[config.mk]
export PLATFORM = sky130hd
export DESIGN_NAME = rx_rate_monitor_flat
export DESIGN_NICKNAME = d
export VERILOG_FILES = /design/src/rtl/rx_rate_monitor_pkg.sv /design/src/rtl/rx_rate_monitor_if.sv /design/src/rtl/rx_rate_monitor_chan.sv /design/src/rtl/rx_rate_monitor.sv /design/src/flat_wrapper.sv
export SDC_FILE = /design/constraint.sdc
export NUM_CORES = 1
export LEC_CHECK = 0
export CELL_PAD_IN_SITES_DETAIL_PLACEMENT = 0
export CELL_PAD_IN_SITES_GLOBAL_PLACEMENT = 1
export CORE_UTILIZATION = 43
export DETAILED_ROUTE_END_ITERATION = 6
export HOLD_SLACK_MARGIN = 0.12
export PLACE_DENSITY_LB_ADDON = 0.1
export SLEW_MARGIN = 10
export SYNTH_ARGS = -nofsm -noshare
export SYNTH_HDL_FRONTEND = slang
export SYNTH_HIERARCHICAL = 1
export SYNTH_SLANG_ARGS = --single-unit
[constraint.sdc]
create_clock -name clk125MHz -period 4.2 [get_ports clk125MHz]
set_input_delay 1.26 -clock clk125MHz [delete_from_list [all_inputs] [get_ports clk125MHz]]
set_output_delay 1.26 -clock clk125MHz [all_outputs]
set_load 0.05 [all_outputs]
[src/rtl/rx_rate_monitor_pkg.sv]
// Shared types and helpers for the multi-channel receive-rate monitor.
package rx_mon_pkg;

    typedef enum logic [1:0] {
        MODE_FREE    = 2'd0,
        MODE_ONESHOT = 2'd1,
        MODE_ACCUM   = 2'd2,
        MODE_RSVD    = 2'd3
    } mode_e;

    typedef enum logic [1:0] {
        ST_IDLE  = 2'd0,
        ST_RUN   = 2'd1,
        ST_LATCH = 2'd2
    } state_e;

    localparam int unsigned SEQ_W = 16;

    // Add a 0..2 increment to a w-bit counter, clamping at 2^w-1.
    function automatic logic [63:0] sat_inc(input logic [63:0] v, input logic [1:0] inc,
                                            input int unsigned w);
        logic [64:0] sum;
        logic [64:0] maxv;
        maxv = (65'd1 << w) - 65'd1;
        sum  = {1'b0, v} + {63'd0, inc};
        return (sum > maxv) ? maxv[63:0] : sum[63:0];
    endfunction

    // The reserved encoding behaves as free-running.
    function automatic mode_e norm_mode(input logic [1:0] m);
        return (m == MODE_RSVD) ? MODE_FREE : mode_e'(m);
    endfunction

endpackage

[src/rtl/rx_rate_monitor_if.sv]
// Control/status bundle between the receive path and the rate monitor.
interface rx_rate_monitor_if #(
    parameter int unsigned NCH   = 2,
    parameter int unsigned CNT_W = 32
);
    logic [NCH-1:0]       en;
    logic [NCH-1:0]       err;
    logic [1:0]           mode;
    logic                 clr;
    logic                 arm;
    logic [NCH*CNT_W-1:0] bytes_snap;
    logic [NCH*CNT_W-1:0] frames_snap;
    logic [NCH*CNT_W-1:0] errfr_snap;
    logic                 snap_valid;
    logic [15:0]          snap_seq;
    logic                 busy;

    modport master (
        output en, err, mode, clr, arm,
        input  bytes_snap, frames_snap, errfr_snap, snap_valid, snap_seq, busy
    );

    modport slave (
        input  en, err, mode, clr, arm,
        output bytes_snap, frames_snap, errfr_snap, snap_valid, snap_seq, busy
    );
endinterface

[src/rtl/rx_rate_monitor_chan.sv]
// One monitored byte stream: frame detection, saturating counters and snapshot registers.
module rx_rate_chan
    import rx_mon_pkg::*;
#(
    parameter int unsigned CNT_W = 32
) (
    input  logic             clk125MHz,
    input  logic             RST,
    input  logic             en,
    input  logic             err,
    input  logic             count_en,
    input  logic             latch,
    input  logic             clear_run,
    input  logic             pend_en,
    input  logic             clr,
    output logic [CNT_W-1:0] bytes_snap,
    output logic [CNT_W-1:0] frames_snap,
    output logic [CNT_W-1:0] errfr_snap
);

    logic             en_d, err_seen, pend_f, pend_e, fe;
    logic [1:0]       b_inc, f_inc, e_inc;
    logic [CNT_W-1:0] bytes_q, frames_q, errfr_q;
    logic [CNT_W-1:0] bytes_nx, frames_nx, errfr_nx;

    // A pending end (from the latch cycle) and a fresh end can coincide after a long idle.
    always_comb begin
        fe        = ~en & en_d;
        b_inc     = {1'b0, en & count_en};
        f_inc     = count_en ? ({1'b0, fe} + {1'b0, pend_f}) : 2'd0;
        e_inc     = count_en ? ({1'b0, fe & err_seen} + {1'b0, pend_e}) : 2'd0;
        bytes_nx  = CNT_W'(sat_inc(64'(bytes_q),  b_inc, CNT_W));
        frames_nx = CNT_W'(sat_inc(64'(frames_q), f_inc, CNT_W));
        errfr_nx  = CNT_W'(sat_inc(64'(errfr_q),  e_inc, CNT_W));
    end

    always_ff @(posedge clk125MHz) begin
        if (RST) begin
            en_d        <= 1'b0;
            err_seen    <= 1'b0;
            pend_f      <= 1'b0;
            pend_e      <= 1'b0;
            bytes_q     <= '0;
            frames_q    <= '0;
            errfr_q     <= '0;
            bytes_snap  <= '0;
            frames_snap <= '0;
            errfr_snap  <= '0;
        end else begin
            en_d <= en;
            if (fe)
                err_seen <= 1'b0;
            else if (en && err)
                err_seen <= 1'b1;

            if (clr) begin
                pend_f <= 1'b0;
                pend_e <= 1'b0;
            end else if (pend_en && fe) begin
                pend_f <= 1'b1;
                pend_e <= err_seen;
            end else if (count_en) begin
                pend_f <= 1'b0;
                pend_e <= 1'b0;
            end

            if (clr || clear_run) begin
                bytes_q  <= '0;
                frames_q <= '0;
                errfr_q  <= '0;
            end else begin
                bytes_q  <= bytes_nx;
                frames_q <= frames_nx;
                errfr_q  <= errfr_nx;
            end

            if (latch) begin
                bytes_snap  <= bytes_nx;
                frames_snap <= frames_nx;
                errfr_snap  <= errfr_nx;
            end
        end
    end

endmodule

[src/rtl/rx_rate_monitor.sv]
// Window controller for the per-channel receive statistics; drives NCH rx_rate_chan slices.
module rx_rate_monitor
    import rx_mon_pkg::*;
#(
    parameter int unsigned NCH           = 2,
    parameter int unsigned CNT_W         = 32,
    parameter int unsigned WINDOW_CYCLES = 125000000,
    parameter int unsigned TMR_W         = 27
) (
    input  logic             clk125MHz,
    input  logic             RST,
    rx_rate_monitor_if.slave mon
);

    localparam logic [TMR_W-1:0] TMR_LAST = TMR_W'(WINDOW_CYCLES - 1);

    state_e               state, state_nx;
    mode_e                mode_q, mode_in, mode_eff;
    logic [TMR_W-1:0]     timer, timer_nx;
    logic                 count_en_c, latch_c, clear_run_c, pend_en_c;
    logic                 busy_q, snap_valid_q;
    logic [SEQ_W-1:0]     seq_q;
    logic [NCH*CNT_W-1:0] bytes_all, frames_all, errfr_all;

    // Next state, timer and channel controls; clr beats the window boundary.
    always_comb begin
        mode_in     = norm_mode(mon.mode);
        mode_eff    = (state == ST_RUN) ? mode_q : mode_in;
        state_nx    = state;
        timer_nx    = '0;
        count_en_c  = 1'b0;
        latch_c     = 1'b0;
        clear_run_c = 1'b0;
        pend_en_c   = 1'b0;
        case (state)
            ST_IDLE: begin
                if (!mon.clr && (mode_eff != MODE_ONESHOT || mon.arm))
                    state_nx = ST_RUN;
            end
            ST_RUN: begin
                count_en_c = 1'b1;
                if (mon.clr) begin
                    if (mode_q == MODE_ONESHOT)
                        state_nx = ST_IDLE;
                end else if (timer == TMR_LAST) begin
                    state_nx    = ST_LATCH;
                    latch_c     = 1'b1;
                    clear_run_c = (mode_q != MODE_ACCUM);
                end else begin
                    timer_nx = timer + 1'b1;
                end
            end
            ST_LATCH: begin
                pend_en_c = 1'b1;
                state_nx  = (mode_eff == MODE_ONESHOT) ? ST_IDLE : ST_RUN;
            end
            default: state_nx = ST_IDLE;
        endcase
    end

    // Mode is only sampled outside a running window.
    always_ff @(posedge clk125MHz) begin
        if (RST) begin
            state        <= (mode_in == MODE_ONESHOT) ? ST_IDLE : ST_RUN;
            mode_q       <= mode_in;
            timer        <= '0;
            busy_q       <= (mode_in != MODE_ONESHOT);
            snap_valid_q <= 1'b0;
            seq_q        <= '0;
        end else begin
            state        <= state_nx;
            timer        <= timer_nx;
            busy_q       <= (state_nx != ST_IDLE);
            snap_valid_q <= (state == ST_LATCH);
            if (state != ST_RUN)
                mode_q <= mode_in;
            if (latch_c)
                seq_q <= seq_q + 1'b1;
        end
    end

    for (genvar k = 0; k < NCH; k++) begin : g_ch
        rx_rate_chan #(.CNT_W(CNT_W)) u_chan (
            .clk125MHz   (clk125MHz),
            .RST         (RST),
            .en          (mon.en[k]),
            .err         (mon.err[k]),
            .count_en    (count_en_c),
            .latch       (latch_c),
            .clear_run   (clear_run_c),
            .pend_en     (pend_en_c),
            .clr         (mon.clr),
            .bytes_snap  (bytes_all[k*CNT_W +: CNT_W]),
            .frames_snap (frames_all[k*CNT_W +: CNT_W]),
            .errfr_snap  (errfr_all[k*CNT_W +: CNT_W])
        );
    end

    assign mon.bytes_snap  = bytes_all;
    assign mon.frames_snap = frames_all;
    assign mon.errfr_snap  = errfr_all;
    assign mon.snap_valid  = snap_valid_q;
    assign mon.snap_seq    = seq_q;
    assign mon.busy        = busy_q;

endmodule

[src/flat_wrapper.sv]
// flat-port wrapper written by rule: the top's interface ports become plain ports
module rx_rate_monitor_flat import rx_mon_pkg::*;
#(
    parameter int unsigned NCH           = 2,
    parameter int unsigned CNT_W         = 32,
    parameter int unsigned WINDOW_CYCLES = 125000000,
    parameter int unsigned TMR_W         = 27
)
  (clk125MHz, RST, mon_en, mon_err, mon_mode, mon_clr, mon_arm, mon_bytes_snap, mon_frames_snap, mon_errfr_snap, mon_snap_valid, mon_snap_seq, mon_busy);
  rx_rate_monitor_if #(.NCH(NCH), .CNT_W(CNT_W)) mon_i ();
  input  logic clk125MHz;
  input  logic RST;
  input wire logic [$bits(mon_i.en)-1:0] mon_en;
  input wire logic [$bits(mon_i.err)-1:0] mon_err;
  input wire logic [$bits(mon_i.mode)-1:0] mon_mode;
  input wire logic [$bits(mon_i.clr)-1:0] mon_clr;
  input wire logic [$bits(mon_i.arm)-1:0] mon_arm;
  output wire logic [$bits(mon_i.bytes_snap)-1:0] mon_bytes_snap;
  output wire logic [$bits(mon_i.frames_snap)-1:0] mon_frames_snap;
  output wire logic [$bits(mon_i.errfr_snap)-1:0] mon_errfr_snap;
  output wire logic [$bits(mon_i.snap_valid)-1:0] mon_snap_valid;
  output wire logic [$bits(mon_i.snap_seq)-1:0] mon_snap_seq;
  output wire logic [$bits(mon_i.busy)-1:0] mon_busy;
  assign mon_i.en = mon_en;
  assign mon_i.err = mon_err;
  assign mon_i.mode = mon_mode;
  assign mon_i.clr = mon_clr;
  assign mon_i.arm = mon_arm;
  assign mon_bytes_snap = mon_i.bytes_snap;
  assign mon_frames_snap = mon_i.frames_snap;
  assign mon_errfr_snap = mon_i.errfr_snap;
  assign mon_snap_valid = mon_i.snap_valid;
  assign mon_snap_seq = mon_i.snap_seq;
  assign mon_busy = mon_i.busy;
  rx_rate_monitor #(.NCH(NCH), .CNT_W(CNT_W), .WINDOW_CYCLES(WINDOW_CYCLES), .TMR_W(TMR_W)) u_core (.clk125MHz(clk125MHz), .RST(RST), .mon(mon_i));
endmodule
==> impl_results.md <==
* Share of the synthesized area in the top cell type at 45.8%
* Max IR drop VDD at 0.000271 V
* Syn nets at 2,203
* Sequential Area at 8850 um2
* Count leader, synth: dfxtp_1
* Internal power at 0.00670 W
* Overall routing resource usage at 22.4%
* Syn_area_per_cell at 8.83 um2
* Synth-to-Final Area Change at 24.5%
* Setup WS pre-CTS at -0.299 ns
* CTS tree: done
* Die width at 213 um
* Clock power frac at 48.9%
* Post-CTS Setup Bufs at 0
* RSZ-0062 raised after global routing: no
* Drt via density at 5.46
* Sw power at 0.00184 W
* Max-cap violation count at 0
* Post-CTS Resized at 0
* WL per Instance at 16.9 um
* # fillers at 4,129
* Layout cells sized above 1 at 9.76%
* ANT cells at 0
* Minimum clock period at 3.80 ns
* Rows at 76
* Power Dens Cells at 358 nW/um2
* Worst-margin pin slew at 1.17 ns
* Final Max Slew Viols at 0
* Synth cell types at 82
* Critical Path RT at 4.68 ns
* Setup ws final at 0.398 ns
* Slew HR at 21.4%
* Multi-input gate area at 9680 um2
* Die ar. at 45,400 um2
* DR vias at 16,496
* Share of flip-flops with an asynchronous set or reset at 0%
* RD Place Congestion at 0.850
* Switching portion of total power at 21.6%
* Routed Wire Length at 51.0 mm
* Global-route wire length before repair at 82.6 mm
* Logic pwr share at 1.9%
* GRT overflow at 0
* DRT antenna net count at 0
* Fin crit share at 90.5%
* Crit path launch: mon_en[1]
* Met2 Use GR at 38.8%
* Gr busiest metal: met2
* Top cells by count, synth: dfxtp_1 (439), nor2_1 (414), a211oi_1 (111)
* Slowest stage delay, CP at 0.51 ns
* Deepest clock path buffer count at 3
* Sequential power share at 49.2%
* Critical path launch point type: input port
* Final hold slack at 0.448 ns
* Clock skew at 0.0132 ns
* Crit path buf inv count at 2
* Ys Warns at 6
* Synthesized cell area at 19,200 um2
* Worst reg2reg startpoint: u_core/state[0]
* Cts bufs inserted at 49
* CTS Root Cell: clkbuf_16
* I/O pins at 220
* Starting Density at 44.0%
* Drt drc at 0
* Layout Nets at 2,434
* Worst-skew pair later-pin latency at 0.57 ns
* Post-synth EDFFs at 2
* Gate Count Post-Synth at 2,171
* Cts hold-fix bufs at 0
* Critical path class: input port to flip-flop
* Routing usage on met1 at 28.2%
* Initial antenna violation count at 1
* Slowest CP cell: clkdlybuf4s50_1
* Synth area leaders: dfxtp_1 (46%), nor2_1 (8.1%), a211oi_1 (4.3%), xor2_1 (3.4%), a21oi_1 (2.8%)
* # clock sinks at 441
* Initial DRT Pass Iterations at 7
* DRT iter0 DRCs at 884
* Die extent in y at 213 um
* Met3 GRT Util at 3.68%
* Post-route insts no fill at 3,023
* Seq/Total Area, Yosys at 46.2%
* CP arrival at 4.28 ns
* Endpoints failing setup at 0
* P_leak at 8.11 nW
* Max Freq at 263 MHz
* CORE AREA at 43,600 um2
* Vias in the first global route at 15,996
* Endpoints failing hold at 0
* Placed wire-length estimate at 35.8 mm
* Status: finished clean
* Inst Count DP at 2,936
* Clock transition at the registers of the reported paths at 0.06 ns
* CP cell instances: clkdlybuf4s50_1, nor2b_1, buf_4, ha_1, and2_1, ha_1, fa_1, nand3_1, or3_1, o21ai_0, o21ai_0, a211oi_1
* CP delay by family, top: compound AO/OA/AOI/OAI gates
* Crit path max fanout at 5
* Most used flip-flop cell after synthesis: dfxtp_1
* Crit path capture type: flip-flop
* Hold WC Path Type: flip-flop to flip-flop
* Largest net degree at the start of global routing at 82
* Flops & latches, synth at 441
* Yosys top cell by area: dfxtp_1
* Port Buffers at 219
* Min-delay src: u_core/timer[0]
* H-tree levels at 2
power by group through the flow:
stage | clock, W | combinational [W] | sequential [W]
after floorplan | 0 | 0.0000951 | 0.00430
after global placement | 0 | 0.000167 | 0.00429
after detailed placement | 0 | 0.000168 | 0.00429
after CTS | 0.00430 | 0.000168 | 0.00420
after global routing | 0.00446 | 0.000181 | 0.00420
final | 0.00417 | 0.000165 | 0.00420
cell usage in the layout, fill, tap and decap left out, drive strengths merged, types with 58 or more instances in the layout:
master,instances
clkdlybuf4s50,218
clkbuf,72
a21oi,107
a211oi,124
dfxtp,439
buf,85
nor2,424
nand4,83
nand2,96
xor2,75
xnor2,58
nand3,87
registers in the layout, indices dropped and copies added, names as in the netlist, 16 cells and up:
signal                          count
u_core/g_ch.u_chan/frames_snap     64
u_core/g_ch.u_chan/errfr_q         64
u_core/timer                       27
u_core/g_ch.u_chan/frames_q        64
u_core/mon.snap_seq                16
u_core/g_ch.u_chan/bytes_q         64
u_core/g_ch.u_chan/bytes_snap      64
u_core/g_ch.u_chan/errfr_snap      64
worst reg2reg max path, delay by kind of cell, from the launching register on:
family / cells / cell delay (ns)
adders and majority gates: 2 / 0.43
buffers and inverters: 2 / 0.51
DFF: 1 / 0.44
and+or+nand+nor: 7 / 1.58
AOI/OAI and AO/OA: 1 / 0.11
stage by stage:
| stage | setup TNS, ns | total power, W | util [%] | cell area (um2) |
|---|---|---|---|---|
| final | 0 | 0.00854 | 54.8 | 23900 |
| after global routing | 0 | 0.00884 | 54.8 | 23900 |
| after CTS | 0 | 0.00867 | 54.8 | 23900 |
| after detailed placement | -6.13 | 0.00446 | 51.2 | 22300 |
| after global placement | -2.83 | 0.00446 | 51.2 | 22300 |
| after floorplan | 0 | 0.00439 | - | 19200 |
area by class of cell:
class / count / area share (%)
Sequential cell: 441 / 37.1
Multi-Input combinational cell: 1582 / 40.6
Clock buffer: 71 / 5.94
Tap cell: 585 / 3.07
Timing Repair Buffer: 304 / 12.4
Inverter: 24 / 0.377
Clock inverter: 16 / 0.571
path summary, 6_finish.rpt:
path,slack [ns],end,cells after the start
max,0.40,u_core/g_ch[1].u_chan/frames_snap[23],12
min,0.45,u_core/timer[0],1
max reg2reg,0.99,u_core/g_ch[0].u_chan/frames_snap[14],12
min reg2reg,0.45,u_core/timer[0],1
layer usage:
metal	up-vias	routed length, um
met1	7874	22700
met3	80	2070
met2	283	25000
met5	-	11
li1	8257	-
met4	2	1230
cells by family (layout without fill, tap and decap cells):
family	count (synthesis)	count (layout)	synth area share [%]
simple gates	1008	1008	26.9
flops	441	441	46.2
compound gates	387	387	14.0
buf+inv	148	415	3.45
xor+xnor	133	133	6.08
mux	32	32	1.75
fa+ha+maj	22	22	1.59
No activity file was read; power rests on OpenSTA's default activity.
